File: config.mk
export PLATFORM = sky130hd
export DESIGN_NAME = regwrite_arbiter
export DESIGN_NICKNAME = d
export VERILOG_FILES = /design/src/rtl/regwrite_pkg.sv /design/src/rtl/reg_scoreboard.sv /design/src/rtl/regwrite_arbiter.sv
export SDC_FILE = /design/constraint.sdc
export NUM_CORES = 1
export LEC_CHECK = 0
export CELL_PAD_IN_SITES_DETAIL_PLACEMENT = 1
export CELL_PAD_IN_SITES_GLOBAL_PLACEMENT = 1
export CORE_UTILIZATION = 36
export DETAILED_ROUTE_END_ITERATION = 8
export GPL_ROUTABILITY_DRIVEN = 0
export PLACE_DENSITY_LB_ADDON = 0.1
export SETUP_SLACK_MARGIN = 0.2
export SLEW_MARGIN = 15
export SYNTH_ARGS = -nofsm -noshare
export SYNTH_HDL_FRONTEND = slang
export SYNTH_SLANG_ARGS = --single-unit
File: constraint.sdc
create_clock -name clk -period 3.6 [get_ports clk]
set_input_delay 0.9 -clock clk [delete_from_list [all_inputs] [get_ports clk]]
set_output_delay 0.9 -clock clk [all_outputs]
set_load 0.02 [all_outputs]
File: src/rtl/regwrite_pkg.sv
// Shared defaults and requester identifiers for the register-file writeback arbiter.
package regwrite_pkg;

  localparam int DATA_W_DEF = 32;
  localparam int ADDR_W_DEF = 5;

  localparam logic REQ_ALU  = 1'b0;
  localparam logic REQ_LOAD = 1'b1;

  typedef enum logic {
    ID_ALU  = REQ_ALU,
    ID_LOAD = REQ_LOAD
  } req_id_e;

endpackage

File: src/rtl/reg_scoreboard.sv
// Pending-write scoreboard: one busy bit per register, set by issue claims,
// cleared by writeback transfers, queried combinationally by issue.
module reg_scoreboard
  import regwrite_pkg::*;
#(
  parameter int ADDR_W = ADDR_W_DEF
) (
  input  logic              clk,
  input  logic              reset,
  input  logic              set_valid,
  input  logic [ADDR_W-1:0] set_reg,
  input  logic              clr_valid,
  input  logic [ADDR_W-1:0] clr_reg,
  input  logic              wr_valid,
  input  logic [ADDR_W-1:0] wr_reg,
  input  logic [ADDR_W-1:0] chk_reg1,
  input  logic [ADDR_W-1:0] chk_reg2,
  output logic              busy1,
  output logic              busy2,
  output logic              clr_reg_busy
);

  localparam int NREG = 1 << ADDR_W;

  logic [NREG-1:0] busy_q;
  logic [NREG-1:0] busy_d;

  // NOTE: start from the current value so every path assigns busy_d and no latch is inferred.
  always_comb begin
    busy_d = busy_q;
    if (clr_valid) busy_d[clr_reg] = 1'b0;
    // Applied after the clear so a same-edge claim of the same register wins.
    if (set_valid) busy_d[set_reg] = 1'b1;
  end

  // NOTE: the busy array is a bank of flops, not a RAM, so it can and must be reset.
  always_ff @(posedge clk or posedge reset) begin
    if (reset) busy_q <= '0;
    else       busy_q <= busy_d;
  end

  // The rw term covers the cycle between the transfer edge and the file write.
  assign busy1 = busy_q[chk_reg1] | (wr_valid && (wr_reg == chk_reg1));
  assign busy2 = busy_q[chk_reg2] | (wr_valid && (wr_reg == chk_reg2));

  assign clr_reg_busy = busy_q[clr_reg];

endmodule

File: src/rtl/regwrite_arbiter.sv
// Round-robin arbiter between the ALU and load writeback paths, with registered
// register-file write port, pending-write scoreboard and contention counter.
module regwrite_arbiter
  import regwrite_pkg::*;
#(
  parameter int DATA_W = DATA_W_DEF,
  parameter int ADDR_W = ADDR_W_DEF
) (
  input  logic              clk,
  input  logic              reset,
  input  logic              req0_valid,
  input  logic [ADDR_W-1:0] req0_reg,
  input  logic [DATA_W-1:0] req0_data,
  output logic              req0_ready,
  input  logic              req1_valid,
  input  logic [ADDR_W-1:0] req1_reg,
  input  logic [DATA_W-1:0] req1_data,
  output logic              req1_ready,
  input  logic              claim_valid,
  input  logic [ADDR_W-1:0] claim_reg,
  input  logic [ADDR_W-1:0] chk_reg1,
  input  logic [ADDR_W-1:0] chk_reg2,
  output logic              busy1,
  output logic              busy2,
  output logic              rw,
  output logic [ADDR_W-1:0] writereg,
  output logic [DATA_W-1:0] datawritten,
  output logic [15:0]       conflict_cnt,
  output logic              wr_unclaimed
);

  req_id_e           last_grant;
  req_id_e           grant_id;
  logic              xfer;
  logic              contention;
  logic [ADDR_W-1:0] grant_reg;
  logic [DATA_W-1:0] grant_data;
  logic              grant_reg_busy;

  assign contention = req0_valid & req1_valid;

  always_comb begin
    req0_ready = 1'b0;
    req1_ready = 1'b0;
    if (contention) begin
      if (last_grant == ID_LOAD) req0_ready = 1'b1;
      else                       req1_ready = 1'b1;
    end else begin
      req0_ready = req0_valid;
      req1_ready = req1_valid;
    end
  end

  assign xfer       = (req0_valid & req0_ready) | (req1_valid & req1_ready);
  assign grant_id   = req1_ready ? ID_LOAD : ID_ALU;
  assign grant_reg  = req1_ready ? req1_reg  : req0_reg;
  assign grant_data = req1_ready ? req1_data : req0_data;

  // NOTE: sequential state uses non-blocking assignments so all flops update from pre-edge values.
  always_ff @(posedge clk or posedge reset) begin
    if (reset) begin
      last_grant   <= ID_LOAD;
      rw           <= 1'b0;
      writereg     <= '0;
      datawritten  <= '0;
      conflict_cnt <= '0;
      wr_unclaimed <= 1'b0;
    end else begin
      rw <= xfer;
      if (xfer) begin
        writereg    <= grant_reg;
        datawritten <= grant_data;
        last_grant  <= grant_id;
        if (!grant_reg_busy) wr_unclaimed <= 1'b1;
      end
      if (contention && (conflict_cnt != 16'hFFFF)) conflict_cnt <= conflict_cnt + 16'd1;
    end
  end

  reg_scoreboard #(
    .ADDR_W(ADDR_W)
  ) u_scoreboard (
    .clk          (clk),
    .reset        (reset),
    .set_valid    (claim_valid),
    .set_reg      (claim_reg),
    .clr_valid    (xfer),
    .clr_reg      (grant_reg),
    .wr_valid     (rw),
    .wr_reg       (writereg),
    .chk_reg1     (chk_reg1),
    .chk_reg2     (chk_reg2),
    .busy1        (busy1),
    .busy2        (busy2),
    .clr_reg_busy (grant_reg_busy)
  );

endmodule

==> results.json <==
{
  "status": "finished clean",
  "pin_count": 153,
  "ir_drop_uv": 378,
  "hold_viol": 0,
  "critPathLaunchType": "input port",
  "crit_chain": "buf_6 > buf_12 > mux4_2 > mux4_2 > mux2i_1 > nand2_1 > buf_6",
  "clk_latency_ns": 0.35,
  "setup_violations": 0,
  "combPwrFrac_pct": 32.3,
  "max_cap_violations": 0,
  "postLayoutCellArea_sq_mm": 0.00739,
  "critPathSlowestCell": "mux4_2",
  "maxSlewHeadroom_pct": 56.7,
  "syn-cell-area_sq_mm": 0.00518,
  "synth_top_cell_area_share_pct": 42.0,
  "syn2layout_area_growth_pct": 42.7,
  "crit_buf_inv": 3,
  "route.detailed.wl_per_inst_um": 20.6,
  "yosys.area_share.simple_pct": 13.9,
  "cts.sinks": 88,
  "fillers": 1498,
  "power_density_mw_per_mm2": 489,
  "grt_first_pass_wirelength_um": 27900,
  "cp_max_fo": 5,
  "drt_first_pass_iters": 4,
  "cts_tree": "built",
  "sw_frac_of_total_pct": 33.3,
  "dr_total_vias": 4794,
  "ys_seq_elements": 88,
  "die_area_sq_mm": 0.0149,
  "multi_input_area_sq_mm": 0.00284,
  "synth_edf_count": 0,
  "cp_data_arrival_time_ns": 2.45,
  "synth_top_cell_by_area": "dfrtp_1",
  "avgViaCountPerCell": 5.65,
  "dr.first_iter.drc_count": 211,
  "antenna_cells": 0,
  "internal_power_uw": 2410,
  "switching_power_uw": 1200,
  "initial_core_util_pct": 37.2,
  "leakagePower_uw": 0.00294,
  "critPathRequiredTime_ns": 2.70,
  "synth_nets": 601,
  "worstMarginPinSlew_ns": 0.647,
  "grt_usage_pct": 24.9,
  "max_stage_delay_ns": 0.49,
  "antenna_found_initial": 0,
  "slew_violations": 0,
  "syn_avg_cell_area_sq_um": 10.2,
  "synth-xor-area-share_pct": 4.06,
  "netlist_instances": 506,
  "synth.area.top_cells": "dfrtp_1, mux4_2, mux2_2",
  "yosysSeqAreaShare_pct": 42.6,
  "async_flop_share_pct": 100,
  "cts_buffers": 9,
  "synthMuxAreaShare_pct": 22.5,
  "clock_path_buffers": 2,
  "synth-compound-area-share_pct": 14.3,
  "grt_pass1_vias": 5197,
  "synthAdderAreaFrac_pct": 0.242,
  "postRouteAntennaNets": 0,
  "yosys_warnings": 0,
  "place.detailed.hpwl_um": 12900,
  "power_frac_seq_pct": 40.1,
  "post_dp_cell_area_sq_mm": 0.00700,
  "crit_family": "multiplexers",
  "min_period_ns": 3.35,
  "finalPower_uw": 3620,
  "grt_overflow_total": 0,
  "rsz0062_at_grt": "true",
  "clk_pin_slew_ns": 0.06,
  "p_clk_share_pct": 27.6,
  "skew_ns": 0.00780,
  "port_buffers": 152,
  "netlist_top_cells_count": "dfrtp_1, nor2_1, o21ai_0",
  "die_w_um": 122,
  "yosysMostFrequentCell": "dfrtp_1",
  "route.detailed.drc": 0,
  "cp-end-kind": "primary output",
  "row_count": 43,
  "drive_above_1_share_pct": 16.6,
  "die_h_um": 122,
  "htreeDepth": 3,
  "seq_area_sq_mm": 0.00220,
  "path_class": "in2out",
  "timing.final.ws_setup_ns": 0.253,
  "tns_ns": 0,
  "finish.net_count": 758,
  "yosysUniqueCellTypes": 50,
  "clk_root_buffer_cell": "clkbuf_16",
  "fin_crit_sh_pct": 93.0,
  "grt_max_degree": 60,
  "fmax_ghz": 0.299,
  "hold_path_class": "reg2reg",
  "fp.coreArea_sq_mm": 0.0139,
  "routed_wl_um": 17500,
  "synth_flop_cell": "dfrtp_1",
  "place_ws_ns": -0.610,
  "synth_top_family_by_area": "multiplexers"
}
-- power by group through the flow --
stage                     Clock [uW]  Sequential (uW)  Combinational [uW]
final                            999             1450                1170
after global routing            1060             1470                1270
after CTS                       1020             1440                1180
after detailed placement           0             1450                1160
after floorplan                    0             1450                 583
after global placement             0             1450                1120
-- flip-flops by register name, indices dropped and copies added, names as in the netlist --
| signal | count |
|---|---|
| rw | 1 |
| wr_unclaimed | 1 |
| datawritten | 32 |
| conflict_cnt | 16 |
| last_grant | 1 |
| writereg | 5 |
| u_scoreboard.busy_q | 32 |
-- stage by stage --
step / utilization [%] / hold WS, ns / std cells
4_1_cts: 52.9 / 0.506 / 848
6_report: 53.0 / 0.509 / 848
2_1_floorplan: - / 0.505 / 506
3_3_place_gp: 50.3 / 0.482 / 829
3_5_place_dp: 50.3 / 0.497 / 829
5_1_grt: 53.0 / 0.539 / 848
-- final timing paths --
check	startpoint	endpoint	slack (ns)	depth (start not counted)
hold reg to reg	conflict_cnt[6]$_DFFE_PP0P_	conflict_cnt[6]$_DFFE_PP0P_	0.51	1
setup / recovery	chk_reg1[0]	busy1	0.25	7
setup reg to reg	last_grant$_DFFE_PP1N_	wr_unclaimed$_DFFE_PP0P_	1.21	7
max in group asynchronous	reset	datawritten[26]$_DFFE_PP0N_	1.96	3
hold / removal	conflict_cnt[6]$_DFFE_PP0P_	conflict_cnt[6]$_DFFE_PP0P_	0.51	1
min in group asynchronous	reset	datawritten[18]$_DFFE_PP0N_	0.93	2
-- placed cells by master, fill, tap and decap left out, drive strengths merged, types with 10 or more instances in the layout --
cell,count
mux2i,18
o22ai,32
mux4,25
nor2,78
nand3,10
mux2,35
dfrtp,87
clkbuf,12
xor2,13
buf,25
xnor2,11
o21ai,69
nand2,28
clkdlybuf4s50,145
-- layer usage --
metal  share of wire [%]  vias to the layer above  GRT usage (%)
met4                 3.0                        0           11.7
met3                 5.9                       41           4.82
li1                    -                     2177              -
met2                  50                      158           42.6
met5                   0                        -              0
met1                  41                     2418           30.1
-- repair_timing --
action                                  CTS  global route
pin swaps                                 2             2
endpoints found under the setup margin    2             2
buffers inserted                          1             0
hold buffers                              0             0
gates resized for setup                  26             3
gates cloned                              2             0
hold endpoints to repair                  0             0
-- cell type report --
cell class | count | area share [%]
clock buffer | 12 | 3.61
clock inverter | 4 | 0.694
inverter | 6 | 0.322
multi-input combinational | 386 | 38.5
sequential | 88 | 29.8
tap | 180 | 3.05
timing repair buffer | 172 | 24.0
-- logic make-up (layout without fill, tap and decap cells) --
logic type	after synthesis	in the layout
XOR/XNOR	24	24
AO/OA/AOI/OAI	127	127
adder cells (fa/ha/maj)	1	1
AND/OR/NAND/NOR	156	156
buffers and inverters	32	194
multiplexers	78	78
flip-flops	88	88
(Power assumes the default switching activity.)
==> variant (config.mk and constraints unchanged) <==
Put one more register stage on the output `conflict_cnt`. The value now appears one clock later. The other outputs are not delayed to match.
--- a/src/rtl/regwrite_arbiter.sv
+++ b/src/rtl/regwrite_arbiter.sv
@@ -29,4 +29,6 @@
   output logic              wr_unclaimed
 );
+
+  logic [15:0] conflict_cnt_s0;
 
   req_id_e           last_grant;
@@ -64,5 +66,5 @@
       writereg     <= '0;
       datawritten  <= '0;
-      conflict_cnt <= '0;
+      conflict_cnt_s0 <= '0;
       wr_unclaimed <= 1'b0;
     end else begin
@@ -74,5 +76,5 @@
         if (!grant_reg_busy) wr_unclaimed <= 1'b1;
       end
-      if (contention && (conflict_cnt != 16'hFFFF)) conflict_cnt <= conflict_cnt + 16'd1;
+      if (contention && (conflict_cnt_s0 != 16'hFFFF)) conflict_cnt_s0 <= conflict_cnt_s0 + 16'd1;
     end
   end
@@ -96,4 +98,8 @@
   );
 
+  always_ff @(posedge clk) begin
+    conflict_cnt <= conflict_cnt_s0;
+  end
+
 endmodule
 
Function: changed (Yosys sat finds a counterexample within 4 cycles, from zero or initial values and one cycle with reset high).
==> variant against the original RTL <==
Design area rose by 4.5%. Sequential cell count up 16. Worst hold slack lost 0.088 ns. Power rose by 7.3%. Wire length is 6.2% higher. Fmax decreased by 0.33%. Area after synthesis up 6.8%. Final cell count increased by 2.5%. Sequential share of layout area rose by 2.9 points. Global-route usage shrank 0.52 points. Count of clock-buffer cells in the layout down 3. First-iteration DRC count up 33%. Setup slack worse by 0.011 ns. Largest cell class unchanged. Highest routed layer unchanged.
==> variant: results (changes against the original RTL) <==
* Post-detailed-placement cell area at 7320 sq um (was 7000 sq um)
* Non-clock buffer count in the final layout at 175 (was 172)
* Synthesized-area fraction occupied by xor and xnor cells at 3.96% (was 4.06%)
* Cell depth of the worst flop-to-flop path at 6 (was 7)
* Number of standard cells after synthesis at 521 (was 506)
* Initial detailed-routing violation count at 280 (was 211)
* FF+latch area at 2520 sq um (was 2200 sq um)
* Multi-input logic portion of the cell area at 37.0% (was 38.5%)
* Share of flip-flops with an asynchronous set or reset after synthesis at 84.6% (was 100%)
* Clock-pin slew reported for the worst setup and hold paths after clock tree synthesis at 0.08 ns (was 0.06 ns)
* Worst reg-to-reg setup slack at 1.14 ns (was 1.21 ns)
* Number of multi-input logic gates at 385 (was 386)
* Worst-Margin Slew at 0.663 ns (was 0.647 ns)
* Worst vdd ir at 347 uV (was 378 uV)
* Worst Hold Slack at 0.421 ns (was 0.509 ns)
* Inverters at 5 (was 6)
* Per-cell via count in the routed design at 5.70 (was 5.65)
* Biggest regs: datawritten (32), u_scoreboard.busy_q (32) (was datawritten (32), u_scoreboard.busy_q (32), conflict_cnt (16))
* Critical hold path startpoint: conflict_cnt_s0[5]$_DFFE_PP0P_ (was conflict_cnt[6]$_DFFE_PP0P_)
* Detailed Routing Iterations Pass 1 at 5 (was 4)
* Top cell types by occurrence after synthesis: 87 x dfrtp_1, 80 x nor2_1, 68 x o21ai_0 (was 87 x dfrtp_1, 78 x nor2_1, 68 x o21ai_0)
* Startpoint of the worst setup timing path: chk_reg2[0] (was chk_reg1[0])
* Worst Hold Endpoint: conflict_cnt[5]$_DFF_P_ (was conflict_cnt[6]$_DFFE_PP0P_)
* Adder and majority cell fraction of the synthesized area at 0.226% (was 0.242%)
* Run status: finished, final reports clean (unchanged)
* Clock buffers and inverters, area share at 3.99% (was 4.30%)
* Leakage power figure at 3.06 nW (was 2.94 nW)
* Count of sequential standard cells at 104 (was 88)
* Mux cell area share after synthesis at 20.7% (was 22.5%)
* NumNets Final at 775 (was 758)
* Number of cells on the worst hold path at 0 (was 1)
* Count of fill cells added during filler insertion at 1616 (was 1498)
* Inst Count DP at 848 (was 829)
* Setup skew after layout at 0.00767 ns (was 0.00780 ns)
* Worst Setup EP: busy2 (was busy1)
* Final core utilization at 52.3% (was 53.0%)
* Share of the synthesized area in compound gates (AO/OA/AOI/OAI) at 13.3% (was 14.3%)
* Syn nets at 616 (was 601)
* Number of global-route vias before repair at 5445 (was 5197)
[variant: changes by cell type in the layout (fill, tap and decap cells not counted), moves of 3 or more]
cell,change
nand2b_1,-3
xnor2_1,+3
and4_1,+3
dfxtp_1,+16
clkbuf_8,-3
and3_1,+5
mux2i_1,-6
buf_6,+3
[variant: routing by layer]
metal | share of wire, % | up-vias | GRT usage (%)
met5 | 0 | - | 0
li1 | - | 2237 | -
met3 | 6.6 | 41 | 5.27
met2 | 50 | 202 | 42.0
met1 | 40 | 2472 | 29.7
met4 | 3.1 | 0 | 10.1
[variant: power breakdown]
group | internal (mW) | leakage, nW | switching, mW | total, mW
registers | 1.39 | 1.19 | 0.292 | 1.68
logic | 0.637 | 1.72 | 0.539 | 1.18
clock network | 0.500 | 0.147 | 0.522 | 1.02
total | 2.53 | 3.06 | 1.35 | 3.88
